===== src/rtl/step_seq_pkg.sv =====
// Shared types and defaults for the step sequencer slice.
// Latency: n/a (types and constants only).
// Backpressure: n/a.
package step_seq_pkg;

    typedef enum logic [2:0] {
        IDLE,
        ISSUE,
        WAIT_DONE,
        GAP,
        FAULT
    } state_t;

    localparam int STEP_GAP_DEF = 4;
    localparam int TIMEOUT_DEF  = 255;

    typedef logic [7:0] pos_t;
    typedef logic [3:0] gap_cnt_t;
    typedef logic [7:0] tmo_cnt_t;

endpackage


===== src/rtl/step_sequencer_if.sv =====
// Command and motor-driver handshake bundle for the step sequencer.
// Latency: n/a (wiring only).
// Backpressure: cmd_ready qualifies cmd_valid; done answers each forw/rev.
interface step_sequencer_if;
    import step_seq_pkg::*;

    logic cmd_valid;
    pos_t cmd_target;
    logic cmd_ready;
    logic forw;
    logic rev;
    logic done;
    pos_t pos;
    logic busy;
    logic fault;

    // Command source / motor driver side
    modport master (
        output cmd_valid, cmd_target, done,
        input  cmd_ready, forw, rev, pos, busy, fault
    );

    // Sequencer side
    modport slave (
        input  cmd_valid, cmd_target, done,
        output cmd_ready, forw, rev, pos, busy, fault
    );

endinterface


===== src/rtl/step_sequencer_pos_cmp.sv =====
// Unsigned magnitude compare of target against current position.
// Latency: combinational.
// Backpressure: none.
module pos_cmp
    import step_seq_pkg::*;
(
    input  pos_t a,
    input  pos_t b,
    output logic gt,
    output logic lt,
    output logic eq
);

    logic [8:0] diff;

    // Borrow out of a-b means a<b; zero difference means equal.
    assign diff = {1'b0, a} - {1'b0, b};
    assign lt   = diff[8];
    assign eq   = (diff[7:0] == 8'd0);
    assign gt   = !diff[8] && !eq;

endmodule


===== src/rtl/step_sequencer.sv =====
// Walks pos one step at a time toward a commanded target via forw/rev/done.
// Latency: accept->first step 1 cycle; done->next step STEP_GAP+1 cycles.
// Backpressure: cmd_ready only in IDLE; commands while busy are dropped. Optional STEP_TIMEOUT_EN adds done timeout -> FAULT.
module step_sequencer
    import step_seq_pkg::*;
#(
    parameter int STEP_GAP = STEP_GAP_DEF,
    parameter int TIMEOUT  = TIMEOUT_DEF
) (
    input  logic            drv_clk,
    input  logic            reset,
    step_sequencer_if.slave bus
);

    // Out-of-range configuration leaves the block refusing commands rather than mis-timing steps.
    localparam bit CFG_OK = (STEP_GAP >= 1) && (STEP_GAP <= 15) &&
                            (TIMEOUT >= 2) && (TIMEOUT <= 255);

    state_t   state;
    state_t   state_nxt;
    pos_t     pos_q;
    pos_t     target_q;
    logic     dir_fwd_q;
    gap_cnt_t gap_cnt;
    pos_t     cmp_a;
    logic     cmp_gt;
    logic     cmp_lt;
    logic     cmp_eq;
    logic     accept;
    logic     gap_last;
    logic     tmo_hit;

    logic     cmd_ready_o;
    logic     busy_o;
    logic     forw_o;
    logic     rev_o;
    logic     fault_o;

    // While idle the incoming target is compared so an equal command never leaves IDLE.
    assign cmp_a    = (state == IDLE) ? bus.cmd_target : target_q;
    assign accept   = (state == IDLE) && bus.cmd_valid && CFG_OK;
    assign gap_last = (gap_cnt == gap_cnt_t'(STEP_GAP - 1));

    pos_cmp u_pos_cmp (
        .a  (cmp_a),
        .b  (pos_q),
        .gt (cmp_gt),
        .lt (cmp_lt),
        .eq (cmp_eq)
    );

`ifdef STEP_TIMEOUT_EN
    tmo_cnt_t tmo_cnt;

    // Counts WAIT_DONE cycles; cleared everywhere else so each step gets a fresh budget.
    always_ff @(posedge drv_clk) begin
        if (reset) begin
            tmo_cnt <= '0;
        end else if (state == WAIT_DONE) begin
            tmo_cnt <= tmo_cnt + 8'd1;
        end else begin
            tmo_cnt <= '0;
        end
    end

    // Fires so that FAULT is visible exactly TIMEOUT cycles after the step request.
    assign tmo_hit = (tmo_cnt == tmo_cnt_t'(TIMEOUT - 2));
`else
    assign tmo_hit = 1'b0;
`endif

    // State register.
    always_ff @(posedge drv_clk) begin
        if (reset) begin
            state <= IDLE;
        end else begin
            state <= state_nxt;
        end
    end

    // Next-state logic; a done arriving on the last allowed cycle still counts as completion.
    always_comb begin
        state_nxt = state;
        case (state)
            IDLE:      if (accept && !cmp_eq) state_nxt = ISSUE;
            ISSUE:     state_nxt = WAIT_DONE;
            WAIT_DONE: begin
                if (bus.done) begin
                    state_nxt = GAP;
                end else if (tmo_hit) begin
                    state_nxt = FAULT;
                end
            end
            GAP:       if (gap_last) state_nxt = cmp_eq ? IDLE : ISSUE;
            FAULT:     state_nxt = FAULT;
            default:   state_nxt = IDLE;
        endcase
    end

    // Target latch, step direction, position update and gap counter.
    always_ff @(posedge drv_clk) begin
        if (reset) begin
            pos_q     <= '0;
            target_q  <= '0;
            dir_fwd_q <= 1'b0;
            gap_cnt   <= '0;
        end else begin
            if (accept) begin
                target_q <= bus.cmd_target;
            end
            if (state == ISSUE) begin
                dir_fwd_q <= cmp_gt;
            end
            if ((state == WAIT_DONE) && bus.done) begin
                pos_q <= dir_fwd_q ? pos_q + 8'd1 : pos_q - 8'd1;
            end
            if (state == GAP) begin
                gap_cnt <= gap_cnt + 4'd1;
            end else begin
                gap_cnt <= '0;
            end
        end
    end

    // Outputs decoded from state; step pulses only in ISSUE, direction from a fresh compare.
    always_comb begin
        cmd_ready_o = (state == IDLE) && CFG_OK;
        busy_o      = (state != IDLE);
        forw_o      = (state == ISSUE) && cmp_gt;
        rev_o       = (state == ISSUE) && cmp_lt;
`ifdef STEP_TIMEOUT_EN
        fault_o     = (state == FAULT);
`else
        fault_o     = 1'b0;
`endif
    end

    assign bus.cmd_ready = cmd_ready_o;
    assign bus.busy      = busy_o;
    assign bus.forw      = forw_o;
    assign bus.rev       = rev_o;
    assign bus.fault     = fault_o;
    assign bus.pos       = pos_q;

endmodule


===== src/flat_wrapper.sv =====
// flat-port wrapper written by rule: the top's interface ports become plain ports
module step_sequencer_flat import step_seq_pkg::*;
#(
    parameter int STEP_GAP = STEP_GAP_DEF,
    parameter int TIMEOUT  = TIMEOUT_DEF
)
  (drv_clk, reset, bus_cmd_valid, bus_cmd_target, bus_done, bus_cmd_ready, bus_forw, bus_rev, bus_pos, bus_busy, bus_fault);
  step_sequencer_if bus_i ();
  input  logic drv_clk;
  input  logic reset;
  input wire logic [$bits(bus_i.cmd_valid)-1:0] bus_cmd_valid;
  input wire logic [$bits(bus_i.cmd_target)-1:0] bus_cmd_target;
  input wire logic [$bits(bus_i.done)-1:0] bus_done;
  output wire logic [$bits(bus_i.cmd_ready)-1:0] bus_cmd_ready;
  output wire logic [$bits(bus_i.forw)-1:0] bus_forw;
  output wire logic [$bits(bus_i.rev)-1:0] bus_rev;
  output wire logic [$bits(bus_i.pos)-1:0] bus_pos;
  output wire logic [$bits(bus_i.busy)-1:0] bus_busy;
  output wire logic [$bits(bus_i.fault)-1:0] bus_fault;
  assign bus_i.cmd_valid = bus_cmd_valid;
  assign bus_i.cmd_target = bus_cmd_target;
  assign bus_i.done = bus_done;
  assign bus_cmd_ready = bus_i.cmd_ready;
  assign bus_forw = bus_i.forw;
  assign bus_rev = bus_i.rev;
  assign bus_pos = bus_i.pos;
  assign bus_busy = bus_i.busy;
  assign bus_fault = bus_i.fault;
  step_sequencer #(.STEP_GAP(STEP_GAP), .TIMEOUT(TIMEOUT)) u_core (.drv_clk(drv_clk), .reset(reset), .bus(bus_i));
endmodule

===== config.mk =====
export PLATFORM = sky130hd
export DESIGN_NAME = step_sequencer_flat
export DESIGN_NICKNAME = d
export VERILOG_FILES = /design/src/rtl/step_seq_pkg.sv /design/src/rtl/step_sequencer_if.sv /design/src/rtl/step_sequencer_pos_cmp.sv /design/src/rtl/step_sequencer.sv /design/src/flat_wrapper.sv
export SDC_FILE = /design/constraint.sdc
export NUM_CORES = 1
export LEC_CHECK = 0
export ABC_AREA = 1
export CAP_MARGIN = 20
export CORE_AREA = 2 2 65 67
export DETAILED_ROUTE_END_ITERATION = 10
export DIE_AREA = 0 0 67 69
export GPL_ROUTABILITY_DRIVEN = 0
export PLACE_DENSITY_LB_ADDON = 0.08
export SLEW_MARGIN = 20
export SYNTH_ARGS = -nofsm -noshare
export SYNTH_HDL_FRONTEND = slang
export SYNTH_SLANG_ARGS = --single-unit

===== constraint.sdc =====
create_clock -name drv_clk -period 5.58 [get_ports drv_clk]
set_input_delay 0.558 -clock drv_clk [delete_from_list [all_inputs] [get_ports drv_clk]]
set_output_delay 0.558 -clock drv_clk [all_outputs]
set_load 0.01 [all_outputs]

### Yosys cells after proc, flatten, opt, wreduce, memory -nomap -nowiden

Cells that the tools add are included.

| storage, ports and cells | value |
|---|---|
| register bits | 24 |
| input port bits | 12 |
| output and inout port bits | 13 |
| word-level logic and storage cells | 38 |

| cells by class | value |
|---|---|
| add/subtract/negate cells | 4 |
| equality and inequality tests | 8 |
| mux-type cells | 7 |
| bitwise operators | 1 |
| reductions and logical operators | 13 |

Operators with widths:

| operator | number |
|---|---|
| 8-bit 2-to-1 mux | 2 |
| 3-bit one-hot mux with 5 select lines | 1 |
| 3-bit 2-to-1 mux | 3 |
| 8-bit by 8-bit subtractor with 9-bit output | 1 |
| 8-bit by 1-bit adder with 8-bit output (second input constant) | 1 |
| 8-bit logical NOT | 1 |
| 8-bit by 1-bit subtractor with 8-bit output (second input constant) | 1 |
| 3-bit by 2-bit equality test with 1-bit output (second input constant) | 2 |
| 1-bit logical AND | 6 |
| 4-bit by 1-bit adder with 4-bit output (second input constant) | 1 |
| 4-bit by 2-bit equality test with 1-bit output (second input constant) | 1 |
| 2-bit by 1-bit != test with 1-bit output (second input constant) | 2 |
| 3-bit by 1-bit equality test with 1-bit output (second input constant) | 1 |
| 3-bit equality test (second input constant) | 1 |
| 3-bit logical NOT | 1 |
| 3-bit AND reduction | 1 |
| 3-bit nonzero test | 1 |
| 1-bit logical NOT | 2 |
| 2-bit != test (second input constant) | 1 |
| 2-bit OR reduction | 1 |
| 1-bit 2-to-1 mux | 1 |
| 1-bit inverter | 1 |

### Depth between registers and ports, before layout

| logic depth | value |
|---|---|
| depth after elaboration | 8 |
| depth in mapped cells | 22 |
| depth with buffers taken out | 22 |

### By module

Synthesis repeated with hierarchy kept, for this count alone.

| second synthesis, totals | value |
|---|---|
| cells, all modules | 295 |
| area total of the unflattened synthesis | 1893.1 um2 |

By module, submodules not included:

| module | times used | cells each | area an instance (um2) |
|---|---|---|---|
| step_sequencer | 1 | 199 | 1407.6 |
| pos_cmp | 1 | 96 | 485.5 |

### Least setup slack after synthesis

Ideal clock, no wire load.

| path | value |
|---|---|
| path type | register to output |
| from | register u_core.state[1] |
| to | output bus_forw |
| arrival | 2.212 ns |
| data required time | 5.022 ns |
| path slack | 2.810 ns |
| stages on the path, launching flop included | 17 |
| buffers on the path | 1 |
| cells stage by stage | dfxtp_1 > nor2_1 > nand2_1 > inv_2 > clkbuf_1 > o21ai_0 > ha_1 > nand2_1 > inv_1 > a21oi_2 > nand2_2 > nand2_1 > nand2_1 > nor2_2 > nand2_2 > nand3_1 > inv_1 |

| on the way | value |
|---|---|
| cells in the longest elaborated chain, start to end | 7 |
| elaborated cells on any way between the ends | 9 |

RTL lines:

| item | line | source |
|---|---|---|
| start: declaration | step_sequencer.sv:19 | `state_t state;` |
| start signal: assignment | step_sequencer.sv:77 | `state <= state_nxt;` |
| 3-bit logical NOT (*) | - |  |
| named net bus_cmd_ready | flat_wrapper.sv:14 | `output wire logic [$bits(bus_i.cmd_ready)-1:0] bus_cmd_ready;` |
| 8-bit 2-to-1 mux (*) | step_sequencer.sv:40 | `assign cmp_a = (state == IDLE) ? bus.cmd_target : target_q;` |
| 8-bit by 8-bit subtractor with 9-bit output (*) | step_sequencer_pos_cmp.sv:17 | `assign diff = {1'b0, a} - {1'b0, b};` |
| 8-bit logical NOT | step_sequencer_pos_cmp.sv:19 | `assign eq = (diff[7:0] == 8'd0);` |
| 1-bit logical NOT | step_sequencer_pos_cmp.sv:20 | `assign gt = !diff[8] && !eq;` |
| 1-bit logical AND (*) | step_sequencer_pos_cmp.sv:20 |  |
| 1-bit logical AND (*) | step_sequencer.sv:129 | `forw_o = (state == ISSUE) && cmp_gt;` |
| end: declaration | flat_wrapper.sv:15 | `output wire logic [$bits(bus_i.forw)-1:0] bus_forw;` |

The timed path passes the listed nets; every way through them passes the cells marked *.

### Final worst setup path

| path | value |
|---|---|
| from | register u_core.state[2] |
| to | output bus_forw |

| on the way | value |
|---|---|
| cells in the longest elaborated chain, start to end | 7 |
| elaborated cells on any way between the ends | 9 |

RTL lines:

| item | line |
|---|---|
| 3-bit logical NOT | step_sequencer.sv:40 |
| 8-bit 2-to-1 mux | step_sequencer.sv:40 |
| 8-bit by 8-bit subtractor with 9-bit output | step_sequencer_pos_cmp.sv:17 |
| 8-bit logical NOT | step_sequencer_pos_cmp.sv:19 |
| 1-bit logical NOT | step_sequencer_pos_cmp.sv:20 |
| 1-bit logical AND | step_sequencer_pos_cmp.sv:20 |
| 1-bit logical AND (*) | step_sequencer.sv:129 |

Every way passes the cells marked *; elsewhere a longest branch is shown, timed or not.

==> impl_metrics.toml <==
[critical_path]
slowest_delay_ns = 0.52
slowest_stage = "clkdlybuf4s50_1"
startpoint_type = "flop"
cp-end-kind = "primary output"
critPathMaxFanout = 17
crit_type = "reg2out"
path_common_cell = "nand2_1"
reg2reg_slack_ns = 3.09
critPathRequiredTime_ns = 5.02
worstPathCellList = "inv_1 -> nand2_1 -> inv_2 -> o21ai_0 -> ha_1 -> nand2_1 -> nand2_1 -> a21oi_2 -> nand3_1 -> nand2_1 -> nor2_2 -> nand2_2 -> nand3_1 -> inv_1 -> clkdlybuf4s50_1"
critPathArrivalTime_ns = 2.95

[sta]
period_share = 0.628
fin_tns_setup_ns = 0
tightest_slew_ns = 0.706
timing.fmax_ghz = 0.285
max_slew_margin = 0.528
setup_ws_ns = 2.08
fin_crit_ns = 3.50
rsz0062_at_grt = "false"
hold_viol_final = 0
setup_viol = 0
slew_viol_final = 0
clock_skew_ns = 0.00122

[die]
ioPinCount = 25
die_h_um = 69
rows = 23
core_area_um2 = 3910
dieArea_um2 = 4620
die_w_um = 67
start_util = 0.439

[global_routing]
grt_pass1_wl_um = 6730
grt.total_usage = 0.185
grt_max_degree = 18
overflow = 0
grt_pass1_vias = 1546
antenna_found_initial = 0

[synth]
synth_seq_area_share = 0.279
synth_cell_types = 25
synthCells = 264
avgSynthCellArea_um2 = 6.51
ys_ff_latch = 24
synth_area_um2 = 1720
syn_nets = 292
ys_warn_count = 0

[routing]
drtIter0Drc = 80
drt_pass1_iterations = 4
drc = 0
wl_per_cell_um = 11.3
dr_total_vias = 1592
wirelength_um = 3800
routed_via_density = 4.75
postRouteAntennaNets = 0

[clocking]
cts-root-buf = "clkbuf_8"
cts_hold_buf = 0
clk_pin_slew_ns = 0.09
cts_buffer_depth = 2
clock_latency_ns = 0.26
cts_setup_buffers = 0
cts_buffers = 3
postCtsResizedCells = 0
cts_tree = "built"
htree_levels = 1
clkSinkCount = 24

[cells_and_area]
area_growth_pct = 18.5
seqCellArea_um2 = 480
multi_input_area_um2 = 1010
fillers = 417
antennaDiodeCount = 0
post_route_cells_drive_above_1_share = 0.0667
num-nets-final = 314

[power]
cellPowerDensity_nw_per_um2 = 575
leakage_nw = 0.996
power_mw = 1.17
irDropWorstVdd_uv = 207

[place]
io_buffers = 23
dp_slack_ns = 2.12
hpwl_um = 2990

[outcome]
status = "complete, no violations"

[hold_path]
hold_path.class = "reg2reg"

[flow_run]
max_cap_violations = 0
-- cells in the mapped netlist --
cell type / count / area share
inv_2: 1 / 0.0022
xor2_1: 6 / 0.031
a21oi_1: 17 / 0.049
nor3_1: 2 / 0.0058
a21oi_2: 2 / 0.010
ha_1: 15 / 0.11
nor2_1: 21 / 0.046
buf_4: 2 / 0.0087
a211oi_1: 7 / 0.031
o211ai_1: 2 / 0.0087
o21a_1: 1 / 0.0044
nor4_1: 1 / 0.0036
nand3b_1: 1 / 0.0044
nand2_1: 58 / 0.13
fa_1: 1 / 0.012
o21ai_0: 18 / 0.052
nand4_1: 2 / 0.0073
nor2_2: 3 / 0.011
or2_2: 2 / 0.0073
clkbuf_1: 4 / 0.0087
conb_1: 1 / 0.0022
nand3_1: 14 / 0.041
nand2_2: 7 / 0.025
inv_1: 52 / 0.11
dfxtp_1: 24 / 0.28
-- placed cells by master (no fill, tap or decap), types with 6 or more instances in the layout --
master / synthesis / routed
inv_1: 52 / 52
nand3_1: 14 / 14
a211oi_1: 7 / 7
xor2_1: 6 / 6
dfxtp_1: 24 / 24
nand2_2: 7 / 7
nand2_1: 58 / 58
nor2_1: 21 / 21
ha_1: 15 / 15
a21oi_1: 17 / 17
o21ai_0: 18 / 18
clkdlybuf4s50_1: 0 / 23
-- registers in the layout (all words and copies together), names as in the netlist --
| signal | count |
|---|---|
| u_core.dir_fwd_q | 1 |
| u_core.gap_cnt | 4 |
| u_core.state | 3 |
| u_core.bus.pos | 8 |
| u_core.target_q | 8 |
-- cell type report --
cell class | count | share of cell area
timing repair buffer | 23 | 0.113
clock buffer | 4 | 0.0270
multi-input combinational | 181 | 0.496
inverter | 53 | 0.0977
tap | 50 | 0.0307
sequential | 24 | 0.236
-- layer usage --
layer	vias up	wire, µm	GRT usage	share of wire
li1	876	-	-	-
met1	685	1900	0.253	0.50
met2	29	1700	0.303	0.45
met3	2	167	0.0277	0.044
met4	0	29	0.0408	0.0076
met5	-	0	0	0
-- where the power goes --
part           switching (mW)  internal [mW]  total (mW)
Sequential             0.0253          0.211       0.236
Clock                  0.0565         0.0630       0.119
Combinational           0.496          0.320       0.816
Total                   0.578          0.594        1.17
-- path summary, 6_finish.rpt --
check | depth (start not counted) | startpoint | endpoint
worst max-delay path | 15 | u_core.state[2] | bus_forw
worst min-delay path | 1 | u_core.gap_cnt[0] | u_core.gap_cnt[0]
worst max register to register | 19 | u_core.state[2] | u_core.state[0]
worst min register to register | 1 | u_core.gap_cnt[0] | u_core.gap_cnt[0]
-- cells by family (layout without fill, tap and decap cells) --
family                   after synthesis  after routing  synth area share
flip-flops                            24             24             0.279
buffers and inverters                 59             80             0.133
adder cells (fa/ha/maj)               16             16             0.121
AO/OA/AOI/OAI                         47             47             0.156
XOR/XNOR                               6              6            0.0306
AND/OR/NAND/NOR                      111            111             0.278
other                                  1              1           0.00218
-- critical path: cells and delay by family, from the launching register on --
kind,cells,cell delay [ns]
AOI/OAI and AO/OA,2,0.43
and+or+nand+nor,8,0.70
DFF,1,0.40
buffers and inverters,4,0.80
adders and majority gates,1,0.34
-- per-stage QoR --
step                      utilization  cells  cell area [µm²]  hold WS [ns]
after floorplan                     -    264             1720         0.418
after global placement          0.506    331             1980         0.437
after detailed placement        0.506    331             1980         0.439
after CTS                       0.520    335             2040         0.458
after global routing            0.520    335             2040         0.483
final                           0.520    335             2040         0.450
(Power assumes the default switching activity.)
